===== config.mk =====
export PLATFORM = sky130hd
export DESIGN_NAME = fpu_iter_ctrl
export DESIGN_NICKNAME = d
export VERILOG_FILES = /design/src/rtl/fpu_iter_ctrl.sv
export SDC_FILE = /design/constraint.sdc
export NUM_CORES = 1
export LEC_CHECK = 0
export CELL_PAD_IN_SITES_DETAIL_PLACEMENT = 1
export CELL_PAD_IN_SITES_GLOBAL_PLACEMENT = 1
export CORE_AREA = 5 5 42 44
export DETAILED_ROUTE_END_ITERATION = 8
export DIE_AREA = 0 0 47 49
export DONT_BUFFER_PORTS = 1
export GPL_TIMING_DRIVEN = 0
export PLACE_DENSITY = 0.78
export REMOVE_ABC_BUFFERS = 1
export SETUP_SLACK_MARGIN = 0.2
export SYNTH_ARGS = -nofsm -noshare
export SYNTH_HDL_FRONTEND = slang
export SYNTH_SLANG_ARGS = --single-unit

===== constraint.sdc =====
create_clock -name clk -period 1.6 [get_ports clk]
set_input_delay 0 -clock clk [delete_from_list [all_inputs] [get_ports clk]]
set_output_delay 0 -clock clk [all_outputs]
set_load 0.01 [all_outputs]

===== src/rtl/fpu_iter_ctrl.sv =====
// fpu_iter_ctrl: sequencer for the iterative divide/sqrt datapath (operand load, iterate, capture, hand off).
module fpu_iter_ctrl #(
  parameter int ITERS_DIV  = 26,
  parameter int ITERS_SQRT = 25,
  parameter int CNT_W      = 5
) (
  input  logic             clk,
  input  logic             rst,
  input  logic             in_valid,
  output logic             in_ready,
  input  logic             in_op,
  input  logic             abort,
  output logic             ld_en,
  output logic             it_en,
  output logic             first_it,
  output logic [CNT_W-1:0] iter_idx,
  output logic             op_q,
  output logic             res_en,
  output logic             out_valid,
  input  logic             out_ready,
  output logic             busy
);
  localparam logic [1:0] IDLE = 2'd0, ITER = 2'd1, FIN = 2'd2, DONE = 2'd3;
  localparam logic [CNT_W-1:0] LAST_DIV  = CNT_W'(ITERS_DIV - 1);
  localparam logic [CNT_W-1:0] LAST_SQRT = CNT_W'(ITERS_SQRT - 1);
  logic [1:0]       state_q, state_d;
  logic [CNT_W-1:0] cnt_q, cnt_d, last;
  logic             op_d, accept, in_iter, at_last;
  // Enables are gated by rst so nothing fires while the datapath is held in reset.
  always_comb begin
    last      = op_q ? LAST_SQRT : LAST_DIV;
    in_iter   = state_q == ITER;
    at_last   = cnt_q == last;
    in_ready  = ~rst & ~abort & (state_q == IDLE | (state_q == DONE & out_ready));
    accept    = in_valid & in_ready;
    ld_en     = accept;
    it_en     = ~rst & ~abort & in_iter;
    res_en    = ~rst & ~abort & state_q == FIN;
    first_it  = ~rst & in_iter & cnt_q == '0;
    iter_idx  = in_iter ? cnt_q : '0;
    out_valid = state_q == DONE;
    busy      = state_q != IDLE;
    op_d      = accept ? in_op : op_q;
    cnt_d     = (abort | accept | ~in_iter | at_last) ? '0 : cnt_q + 1'b1;
    state_d   = abort              ? IDLE :
                accept             ? ITER :
                in_iter            ? (at_last ? FIN : ITER) :
                state_q == FIN     ? DONE :
                state_q == DONE    ? (out_ready ? IDLE : DONE) : IDLE;
  end
  always_ff @(posedge clk or posedge rst) begin
    if (rst) begin
      state_q <= IDLE;
      cnt_q   <= '0;
      op_q    <= 1'b0;
    end else begin
      state_q <= state_d;
      cnt_q   <= cnt_d;
      op_q    <= op_d;
    end
  end
endmodule


==> results.txt, run 1 <==
The flow ran to the end, and the final reports show no timing, DRC or antenna violations. The cell count after synthesis came out at 56. The H-tree depth was 1.

The clock root buffer was sky130_fd_sc_hd__clkbuf_4. After synthesis, the mean cell area works out to 8.892 sq um. The final-report setup violation count came out at 0.

The routed design could run at a clock period as short as 1.401 ns. Xor and xnor fraction of the mapped netlist area: 7.035%. The worst-case IR drop observed on VDD is 0.0003475 V. The global-route wire length before repair was 2.076 mm; the relative slew slack was 60.10%. 19 I/O pins were placed. The netlist uses 24 different library cells. For the final database, setup skew stands at 0.0008883 ns. Leading register cell type out of synthesis: sky130_fd_sc_hd__dfrtp_1. Largest incremental delay on the critical path: 0.46 ns.

STA classifies the critical path endpoint as a flop. Summing internal, switching and leakage power gives 0.0004759 W. In this run the worst hold path is classified as in -> out. The remaining antenna violation count was 0; the max-slew violation total from the final report was 0.

The slew at the pin closest to its max-slew limit was 0.5902 ns; the highest fanout seen on the critical path was 5. Summing every instance area after synthesis gives 498.0 sq um. The routed design has 1.355 mm of wire. The terminus of the critical flop-to-flop path was state_q[0]$_DFF_PP0_. In this run the vertical extent of the chip is 49 um.

The core box area is 0.001401 sq mm, and the share of synthesized area spent on multiplexers is 2.261%. The first detailed-routing pass took 4 iterations. Buffers inserted during clock tree synthesis total 3. The tools report the multi-input combinational cell area as 319.1 sq um. The maximum number of pins on one net before global-route repair was 9; the synthesis-stage register bit count was 8. The run gives 40.20% as the share of the yosys chip area belonging to registers.

The placed wire-length estimate after detailed placement was 869.9 um. Yosys mapped a number of flops with a built-in enable equal to 0. For the final weighted congestion in routability-driven placement, the log shows 0.7274. At the worst endpoint, the required time is 1.71 ns. Internal power comes to 0.0003376 W.

The run gives 0 as the number of antenna violations at the first check in global routing. The number of global-route vias before repair came out at 437. From left edge to right edge, the die measures 47 um. For the total clock sinks, the log shows 8. The most critical setup path has its endpoint at state_q[0]$_DFF_PP0_.

Setup repair after global routing left no endpoint under its margin. For this run, the post-layout net count is 74. The startpoint identified for the worst register-to-register timing path is cnt_q[3]$_DFF_PP0_. Of the total synthesized cell area, the portion taken by full adders, half adders and majority gates is 5.025%.

The tools report the non-filler instance count after layout as 80. The largest family of logic cells by synthesized area is simple AND/OR/NAND/NOR gates. The data arrival time of the worst path was 1.51 ns. In this run, the combinational gates consume 17.2% of the power. In the layout the commonest cells are 8 x sky130_fd_sc_hd__nor2_1, 6 x sky130_fd_sc_hd__inv_1, 6 x sky130_fd_sc_hd__and2_1, 6 x sky130_fd_sc_hd__dfrtp_1, 5 x sky130_fd_sc_hd__dlygate4sd3_1. Start point of the critical path: cnt_q[3]$_DFF_PP0_.

Timing would allow up to 713.6 MHz. The fraction of the mapped netlist area in simple logic gates works out to 32.16%. The post-route netlist has 20.31% of its cells at a drive strength greater than 1.

Max-cap violations in this run came to 0. In the final routed layout, each cell accounts on average for 16.94 um. Leaving out fill and tap cells, the most frequent cell in the layout is sky130_fd_sc_hd__nor2_1. For the maximum clock path buffer count, the log shows 2.

The critical path startpoint category is a flop. By startpoint and endpoint, the worst setup path is classified as reg -> reg. The aggregate global-route resource usage is 12.94%.

The tools report the final hold slack as 0.03152 ns. Port buffering added 0 buffers. The number of DRC violations after detailed-routing iteration 0 came out at 11. Using the TritonRoute via totals, the vias-per-cell ratio works out to 5.413. The sequential share of power was 48.0%. Once the floorplan was initialized, standard cells occupied 35.54% of the core. The clock network is responsible for 34.8% of the overall power. 0 antenna diodes ended up in the layout. Setup total negative slack on the finished layout was measured at 0 ns. Dividing total power by cell area gives a power density of 738.6 mW/mm^2. The slowest stage of the critical path is the sky130_fd_sc_hd__dfrtp_1 cell.

Summing the areas of all compound-gate instances in the mapped netlist gives 8.040% of the synthesized area. Global routing finished with a remaining overflow of 0. Clock slew at the register clock pins of the worst setup and hold paths: 0.06 ns.

Row generation in the floorplan step produced 14 rows. The final hold violation count is 0. The remaining routing DRC violations was 0; the leakage power of the design was 0.2734 nW. Async set-or-reset flop fraction in the synthesized netlist: 100.0%. The die footprint was 0.002303 sq mm; the number of warnings issued by yosys was 0. For this design the total switching power over the nets is 0.0001383 W.

The number of cells traversed by the worst register-to-register path is 3. TritonCTS built the clock tree. The area growth from synthesis to layout is 29.40%. The share of the clock period used by the worst path after layout is 87.59%, and the placed instance count is 71. The sequential cells in the finished layout cover a total of 202.7 sq um.

For the clock insertion delay at the later pin of the skew report, the log shows 0.26 ns. For the number of vias after detailed routing, the log shows 433. Walking the worst path, the cells encountered are nand2_1 > nor4_1 > a22oi_1.

The setup check on the worst reg-to-reg path leaves a slack of 0.20 ns. The count of fill cells added during filler insertion was 164. Of the total power, the share spent switching nets is 29.06%. The number of stages on the worst hold path is 1, and the utilization after layout is 45.98%.
## synth_stat cells (all sizes together), types with 2 or more instances
cell | n | area, sq um
nor4 | 2 | 12.51
xor2 | 2 | 17.52
and2 | 7 | 45.05
nand3 | 2 | 10.01
nand2 | 4 | 15.01
ha | 2 | 25.02
nor2 | 8 | 30.03
dfrtp | 8 | 200.2
inv | 6 | 22.52
xnor2 | 2 | 17.52
## registers in the layout (all words and copies together), names as in the netlist
name / flops
op_q: 1
cnt_q: 5
state_q: 2
## final cells by class
cell class	count	area share (%)
clock buffers	3	3.495
multi-input cells	41	49.51
well taps	16	3.107
inverters	6	3.495
flip-flops and latches	8	31.46
repair buffers	6	8.932
## how the worst min path moves through the flow
| stage | startpoint | endpoint | slack (ns) |
|---|---|---|---|
| floorplan | rst | cnt_q[0]$_DFF_PP0_ | -0.18 |
| global placement | rst | cnt_q[4]$_DFF_PP0_ | -0.15 |
| detailed placement | rst | state_q[0]$_DFF_PP0_ | -0.15 |
| CTS | in_valid | op_q$_DFFE_PP0P_ | 0.02 |
| global route | rst | first_it | 0.03 |
| finish | rst | first_it | 0.03 |
## layer usage
layer | routed length, um | global-route usage [%] | vias to the layer above
met4 | 26 | 5.530 | 0
met5 | 0 | 0 | -
met1 | 535 | 14.03 | 218
li1 | - | - | 202
met3 | 98 | 7.011 | 3
met2 | 695 | 20.14 | 10
## power groups by stage
| stage | combinational (W) | clock (W) | sequential (W) |
|---|---|---|---|
| 6_report | 0.0000818 | 0.000166 | 0.000229 |
| 5_1_grt | 0.0000889 | 0.000180 | 0.000231 |
| 4_1_cts | 0.0000679 | 0.000170 | 0.000228 |
| 3_5_place_dp | 0.0000534 | 0 | 0.000231 |
| 3_3_place_gp | 0.0000509 | 0 | 0.000231 |
| 2_1_floorplan | 0.0000440 | 0 | 0.000228 |
## critical path: cells and delay by family, from the launching register on
kind | cells | cell delay, ns
and+or+nand+nor | 2 | 0.59
DFF | 1 | 0.46
AOI/OAI and AO/OA | 1 | 0.19
## stage by stage
| stage | instance area (sq um) | setup WS (ns) |
|---|---|---|
| after global placement | 514.2 | 0.1724 |
| after detailed placement | 514.2 | 0.1833 |
| after global routing | 644.4 | 0.1559 |
| after CTS | 600.6 | 0.2366 |
| final | 644.4 | 0.1986 |
| after floorplan | 494.2 | 0.3549 |
## cells by family after synthesis
| group | Yosys count |
|---|---|
| AO/OA/AOI/OAI | 4 |
| multiplexers | 1 |
| XOR/XNOR | 4 |
| flip-flops | 8 |
| AND/OR/NAND/NOR | 30 |
| buffers and inverters | 7 |
| adder cells (fa/ha/maj) | 2 |
## timing repair
action / 4_1_cts / 5_1_grt
setup buffers: 0 / 1
setup endpoints to repair: 2 / 6
gates resized for setup: 3 / 7
cloned: 0 / 0
endpoints found under the hold margin: 16 / 0
hold buffers: 5 / 0
pin swaps: 0 / 1
Power figures use the tool's default switching activity.
==> inputs of run 2 (changes only) <==
- ABC_AREA: not set -> 1
- CORE_AREA: 5 5 42 44 -> not set
- CORE_MARGIN: not set -> 5
- CORE_UTILIZATION: not set -> 39
- DIE_AREA: 0 0 47 49 -> not set
- PLACE_DENSITY: 0.78 -> 0.82
==> run 2 against run 1 <==
Effect of this change: global-route usage is 0.26 points higher; sequential power is 9% higher; worst setup slack better by 0.060 ns; flip-flop and latch count stayed put; maximum frequency is 4.4% higher; sequential share of layout area is 0.62 points higher; die area is 7.6% lower; first-iteration DRC count is 100% lower; critical path type is now reg -> out; critical endpoint is now first_it; highest routed layer unchanged.
==> results.txt, run 2 <==
The worst setup path is of the reg -> out kind. Commonest non-fill, non-tap cell in the layout: sky130_fd_sc_hd__nor2_1. The root buffer cell chosen for the clock tree is sky130_fd_sc_hd__clkbuf_4.

The number of DRC violations after detailed-routing iteration 0 is 0. The worst path meets setup with 0.2582 ns of slack. The post-synthesis area per instance is 7.489 sq um, and the final-stage net count is 87.

The run gives 1.938 mm as the global-route wire length before repair. The endpoint kind of the worst setup timing path was a primary output. The worst register-to-register path ends at cnt_q[4]$_DFF_PP0_. The tools report the maximum clock path buffer count as 2.

In the post-synthesis netlist, the biggest area contributors are sky130_fd_sc_hd__dfrtp_1 39%, sky130_fd_sc_hd__nor2_1 13%, sky130_fd_sc_hd__inv_1 9.6%. The register name with the most flops is cnt_q. The logs give 0.0003860 V for the worst supply voltage drop on vdd and 75.07% for the relative slew slack. In this run the most critical hold path is launched from in_valid. The biggest area consumer among synthesized cells is sky130_fd_sc_hd__dfrtp_1. The final hold violation count was 0; the post-synthesis cell area was 509.2 sq um. The power density over the cells was 903.4 mW/mm^2. After synthesis, the share of flip-flops with an asynchronous set or reset is 100.0%. From synthesis to final layout, the design area changed by 23.34%. The logs give 19 for the number of top-level design ports and 0.7516 for the final weighted congestion in routability-driven placement. In the synthesized netlist, the cells that appear most often are 17 x sky130_fd_sc_hd__nor2_1, 13 x sky130_fd_sc_hd__inv_1, 11 x sky130_fd_sc_hd__nand2_1. The remaining routing DRC violations was 0; the leakage power of the design was 0.2934 nW. The logs give 201.4 sq um for the register area and 40.14% for the effective utilization at floorplan. The worst setup path is launched from a flop.

Overall power consumption: 0.0005674 W. The synthesized design contains 0 enable-type register cells. The clock insertion delay at the later pin of the skew report is 0.25 ns. The finished layout holds 92 standard cells, fillers aside. The required time of the critical path is 1.60 ns. The largest registers in the layout are cnt_q: 5 flops, state_q: 2 flops, op_q: 1 flops. Of all nets on the critical path, the largest fanout is 3. The top cell types in the final layout, fill and taps aside, are 17 x sky130_fd_sc_hd__nor2_1, 11 x sky130_fd_sc_hd__inv_1, 11 x sky130_fd_sc_hd__nand2_1, 7 x sky130_fd_sc_hd__dfrtp_1. The number of stages on the worst hold path is 4. Setup repair after global routing left no endpoint under its margin. The number of global-route vias before repair is 438, and the gate count of the mapped netlist is 68. The height of the die came out at 46.14 um. For this run, the share of the core covered by cells in the final layout is 49.51%. The leading register cell type out of synthesis was sky130_fd_sc_hd__dfrtp_1. The most used standard cell by instance count after synthesis was sky130_fd_sc_hd__nor2_1. Summed over all layers, the routed wires come to 1.285 mm. The fraction of layout instances using a drive strength above 1 came out at 24.68%.

The hold-critical path endpoint was op_q$_DFFE_PP0P_. CTS saw 8 sinks. The number of antenna violations at the first check in global routing is 0.

At the pin with the least slew margin, the transition time is 0.3710 ns. Subtracting the final worst setup slack from the clock period gives 1.342 ns. The register-to-register setup slack was 0.41 ns.

The clock slew at the register clock pins of the worst setup and hold paths is 0.06 ns, and the placed wire-length estimate after detailed placement is 910.6 um. The run finished with clean final reports. The die covers 0.002128 sq mm. Across the run, the number of max-cap violations was 0. The number of iterations in the first detailed-routing pass is 1, and the aggregate global-route resource usage is 13.20%. The multi-input combinational cell area is 276.5 sq um. The class of the most critical hold timing path was in -> reg. Port buffering added 0 buffers.

The tools report the max-slew violation total from the final report as 0. TritonCTS built the clock tree. The count of fill cells added during filler insertion is 169, and the maximum number of pins on one net before global-route repair is 11.

The synthesis-stage register bit count was 8. The share of Yosys cell area claimed by the top area cell type is 39.31%, and the average wire length per cell after detail routing is 13.97 um. The horizontal die dimension came out at 46.14 um.

The floorplan has 13 rows. The via density per instance came out at 4.739. Of the available clock period, the critical path in the final layout requires 83.86%. For this run, the number of Yosys warnings is 0. Placed instance count: 83. The core region is 0.001269 sq mm.

For the final routed database, the setup TNS stands at 0 ns. The register with the most flip-flops in the layout has 5 of them. The maximum clock frequency was 745.3 MHz; the setup skew after layout was 0.001072 ns. Summed over all layers, the global routing overflow is 0. The routed layout has 436 vias. The tools report the share of the yosys chip area belonging to registers as 39.31%. The number of cells traversed by the worst register-to-register path is 5, and the worst-case setup slack after placement is 0.3808 ns. The tools report the data arrival time of the worst path as 1.34 ns.

H-tree depth: 1. The logs give 0 for the final-report setup violation count and 0 for the total inserted antenna cells. Clock tree synthesis inserted a total of 3 buffers. Synthesis instantiated 18 different standard cells from the library. In this run the critical register-to-register path is launched from cnt_q[0]$_DFF_PP0_.

The remaining antenna violation count is 0.
-- run 2: what timing repair did --
item,CTS,global route
resized for setup,1,5
gates cloned,0,0
hold endpoints to repair,16,0
pin swaps,0,1
setup buffers,0,3
endpoints found under the setup margin,1,1
hold buffers,3,0
-- run 2: logic make-up after synthesis --
family / count (synthesis) / share of synthesized area, %
DFF: 8 / 39.31
buffers and inverters: 14 / 10.32
and+or+nand+nor: 40 / 39.31
AOI/OAI and AO/OA: 1 / 0.9819
xor gates and xnor gates: 3 / 5.161
adders and majority gates: 2 / 4.913
-- run 2: worst max-delay path, cell delays in order (launching register included) --
cell and delay, ns:
sky130_fd_sc_hd__dfrtp_2 0.42, sky130_fd_sc_hd__inv_2 0.07, sky130_fd_sc_hd__ha_1 0.19, sky130_fd_sc_hd__nand3_2 0.11, sky130_fd_sc_hd__nor4_4 0.29
-- run 2: worst max path at each step --
| stage | start | end | slack [ns] | cells after the start |
|---|---|---|---|---|
| 6_report | cnt_q[0]$_DFF_PP0_ | first_it | 0.26 | 4 |
| 5_1_grt | cnt_q[0]$_DFF_PP0_ | first_it | 0.20 | 4 |
| 4_1_cts | cnt_q[0]$_DFF_PP0_ | first_it | 0.22 | 4 |
| 3_5_place_dp | cnt_q[0]$_DFF_PP0_ | first_it | 0.38 | 4 |
| 3_3_place_gp | cnt_q[0]$_DFF_PP0_ | first_it | 0.41 | 4 |
| 2_1_floorplan | cnt_q[0]$_DFF_PP0_ | first_it | 0.54 | 4 |
-- run 2: where the power goes --
part | switching [W] | leakage (nW) | internal [W]
Combinational | 0.000105 | 0.172 | 0.0000560
Sequential | 0.0000269 | 0.107 | 0.000222
Clock | 0.0000713 | 0.0138 | 0.0000860
-- run 2: per-layer routing --
layer | GRT usage, % | wire (um)
met1 | 15.75 | 625
met3 | 3.906 | 62
met4 | 5.114 | 13
met2 | 21.98 | 584
met5 | 0 | 0
-- run 2: area by class of cell --
class / instances / share of cell area (%)
multi-input combinational: 46 / 44.02
sequential: 8 / 32.07
inverter: 14 / 8.964
timing repair buffer: 6 / 8.367
clock buffer: 3 / 3.586
tap: 15 / 2.988
-- run 2: stage by stage --
step           hold WS [ns]  area [sq um]
2_1_floorplan       -0.1764         509.2
3_3_place_gp        -0.1399         528.0
3_5_place_dp        -0.1302         528.0
4_1_cts             0.05108         586.8
5_1_grt              0.1052         628.1
6_report            0.05419         628.1
==> inputs of run 3 (changes only) <==
- clock period: 1.6 -> 1.25 ns (I/O delays scaled with it)
==> run 3 against run 2 <==
Effect of this change: clock skew increased by 0.0015 ns; sequential share of layout area decreased by 7.5 points; clock-buffer cell count did not move; critical path depth is 4 higher; critical path type is now reg -> reg; register-to-register slack worse by 0.40 ns; global-route usage increased by 4.1 points; cell area is 34% higher; total power up 64%; flip-flop and latch count unchanged; non-clock buffer count is 4 higher; combinational power increased by 130%; critical endpoint is now cnt_q[3]$_DFF_PP0_; clock power up 43%.
==> results.txt, run 3 (synthesis results as in run 2) <==
The run finished with clean final reports. The tools report the number of global-route vias before repair as 499. The first global-routing pass estimated 2.490 mm of wire.

The routed design has 1.842 mm of wire. The first routing iteration left 7 violations. The commonest non-fill, non-tap cell in the layout was sky130_fd_sc_hd__inv_1. The logs give 17.35% for the aggregate global-route resource usage and 0.03083 ns for the worst-case setup slack after placement. Derived from the worst setup path, the maximum achievable clock frequency is 807.2 MHz. At the pin with the least slew margin, the transition time is 0.4014 ns. Once the floorplan was initialized, standard cells occupied 40.14% of the core.

The power density over the cells works out to 1106 mW/mm^2. The sum of overflow across all layers after global routing was 0. Along the worst path, the maximum fanout reaches 5. Critical path startpoint category: a flop.

Setup slack on the critical path of the routed design comes to 0.01110 ns. In this run the tightest slew margin relative to its limit is 73.15%. The run gives 66.27% as the utilization after layout. The critical path in this run is classified as reg -> reg. The worst setup path is captured at a flop.

The final-report setup violation count came out at 0. Final hold violation count: 0. In the final routed layout, each cell accounts on average for 18.99 um. The register name with the most flops was cnt_q. TritonCTS built the clock tree. The count of buffers added on input and output ports is 0. In this run the core area contains 13 standard-cell rows. The number of antenna diodes in the final layout is 0. The share of the clock period used by the worst path after layout came out at 99.11%.

The run gives 2 as the maximum clock path buffer count. The finished cells cover 840.8 sq um. Leaving out fill and tap cells, the most frequent cells in the layout are 10 x sky130_fd_sc_hd__inv_1, 8 x sky130_fd_sc_hd__nor2_4, 7 x sky130_fd_sc_hd__nand2_1, 6 x sky130_fd_sc_hd__nor2_2. The tools report the clock insertion delay at the later pin of the skew report as 0.27 ns. Instance area after placement: 528.0 sq um. The number of vias after detailed routing was 495; the via density per instance was 5.103. Summed over all cells, the static leakage comes to 0.3307 nW.

IR analysis of the VDD net gives a maximum drop of 0.0008642 V. The clock root buffer is sky130_fd_sc_hd__clkbuf_4. The die covers 0.002128 sq mm.

The number of antenna violations at the first check in global routing came out at 0. The final-stage net count is 92, and the time the worst path needs with I/O delays and setup is 1.239 ns. The post-route netlist has 60.98% of its cells at a drive strength greater than 1. The number of iterations in the first detailed-routing pass is 4. The area growth from synthesis to layout is 65.11%. Entering global routing, the biggest net connects 9 pins. Setup repair after global routing could not meet its margin everywhere.

For the number of maximum-capacitance constraint violations, the log shows 0. The horizontal die dimension works out to 46.14 um. The number of buffers added by the clock tree synthesis step was 3. After clock tree synthesis, the clock-pin slew on the worst setup and hold paths is 0.06 ns.

The max-slew violation total from the final report came out at 0. Data on the critical path arrives at its endpoint at 1.43 ns. Measured along the y axis, the die boundary spans 46.14 um. Detailed placement finished with a half-perimeter wire length of 910.6 um.

For the final database, setup skew stands at 0.002612 ns. At the end of routability-driven placement, the weighted congestion stood at 0.7516. The flip-flop count of the largest register, all copies and words added was 5. The largest registers in the layout are cnt_q: 5 flops, state_q: 2 flops, op_q: 1 flops. In this run the count of I/O pins placed on the die edge is 19. Remaining antenna violation count: 0. The logs give 0.001269 sq mm for the core box area and 8 for the total clock sinks. STA puts the critical path data required time at 1.44 ns. After detailed routing, the number of remaining DRC violations is 0.

The tools report the H-tree depth as 1. The min-delay analysis places its worst path in the category in -> reg.
## run 3: cell types whose count changed in the layout (fill, tap and decap cells not counted), moves of 2 or more
| cell | before | now |
|---|---|---|
| sky130_fd_sc_hd__nand2_4 | 1 | 4 |
| sky130_fd_sc_hd__buf_4 | 3 | 5 |
| sky130_fd_sc_hd__ha_1 | 2 | 0 |
| sky130_fd_sc_hd__dfrtp_2 | 1 | 5 |
| sky130_fd_sc_hd__buf_6 | 0 | 2 |
| sky130_fd_sc_hd__nor2_4 | 1 | 8 |
| sky130_fd_sc_hd__ha_4 | 0 | 2 |
| sky130_fd_sc_hd__inv_4 | 0 | 2 |
| sky130_fd_sc_hd__dfrtp_1 | 7 | 3 |
| sky130_fd_sc_hd__nor2_1 | 17 | 5 |
| sky130_fd_sc_hd__nand2_1 | 11 | 7 |
| sky130_fd_sc_hd__nor2_2 | 1 | 6 |
## run 3: through the flow
step	total power (W)	hold slack [ns]	TNS (ns)	std cells
finish	0.0009300	0.002600	0	97
global route	0.0009690	0.04146	-0.09833	97
CTS	0.0008141	0.03045	0	93
detailed placement	0.0004999	-0.1302	0	83
global placement	0.0004888	-0.1399	0	83
floorplan	0.0004601	-0.1764	0	68
## run 3: repair_timing
action,4_1_cts,5_1_grt
gates cloned,1,0
pin swaps,12,15
resized for setup,33,21
endpoints found under the setup margin,17,19
hold buffers,3,0
endpoints found under the hold margin,16,0
setup buffers,3,4
## run 3: cell type report
| type | count | area (sq um) |
|---|---|---|
| well taps | 15 | 18.77 |
| repair buffers | 10 | 90.09 |
| multi-input cells | 47 | 445.4 |
| inverters | 14 | 57.56 |
| fillers | 140 | 427.9 |
| flip-flops and latches | 8 | 206.4 |
| clock buffers | 3 | 22.52 |
## run 3: report_power, final
part	leakage [nW]	total [W]	switching, W	internal (W)
clock network	0.0138	0.000224	0.000112	0.000112
logic	0.216	0.000370	0.000226	0.000144
registers	0.101	0.000336	0.0000489	0.000288
total	0.331	0.000930	0.000387	0.000543
## run 3: metal layers
metal	vias to the layer above	GRT usage [%]	part of all wire [%]
met5	-	0	0
met4	0	5.114	2.5
met3	4	3.906	4.7
met2	17	31.87	56
met1	240	19.52	37
li1	234	-	-
## run 3: worst max-delay path, stage by stage, from the launching register on
cell	delay [ns]
sky130_fd_sc_hd__dfrtp_1	0.41
sky130_fd_sc_hd__inv_2	0.10
sky130_fd_sc_hd__buf_6	0.10
sky130_fd_sc_hd__nand2_2	0.04
sky130_fd_sc_hd__nand2_2	0.06
sky130_fd_sc_hd__nor2_2	0.05
sky130_fd_sc_hd__nor2_4	0.14
sky130_fd_sc_hd__nand2_4	0.12
sky130_fd_sc_hd__nor2_1	0.13
## run 3: path summary, 6_finish.rpt
check	startpoint	to	slack, ns	cells past startpoint
worst max-delay path	cnt_q[0]$_DFF_PP0_	cnt_q[3]$_DFF_PP0_	0.01	8
worst min-delay path	in_valid	op_q$_DFFE_PP0P_	0.003	4
worst max register to register	cnt_q[0]$_DFF_PP0_	cnt_q[3]$_DFF_PP0_	0.01	8
worst min register to register	cnt_q[0]$_DFF_PP0_	cnt_q[0]$_DFF_PP0_	0.63	2
max in group asynchronous	rst	op_q$_DFFE_PP0P_	0.69	2
min in group asynchronous	rst	cnt_q[0]$_DFF_PP0_	0.25	2
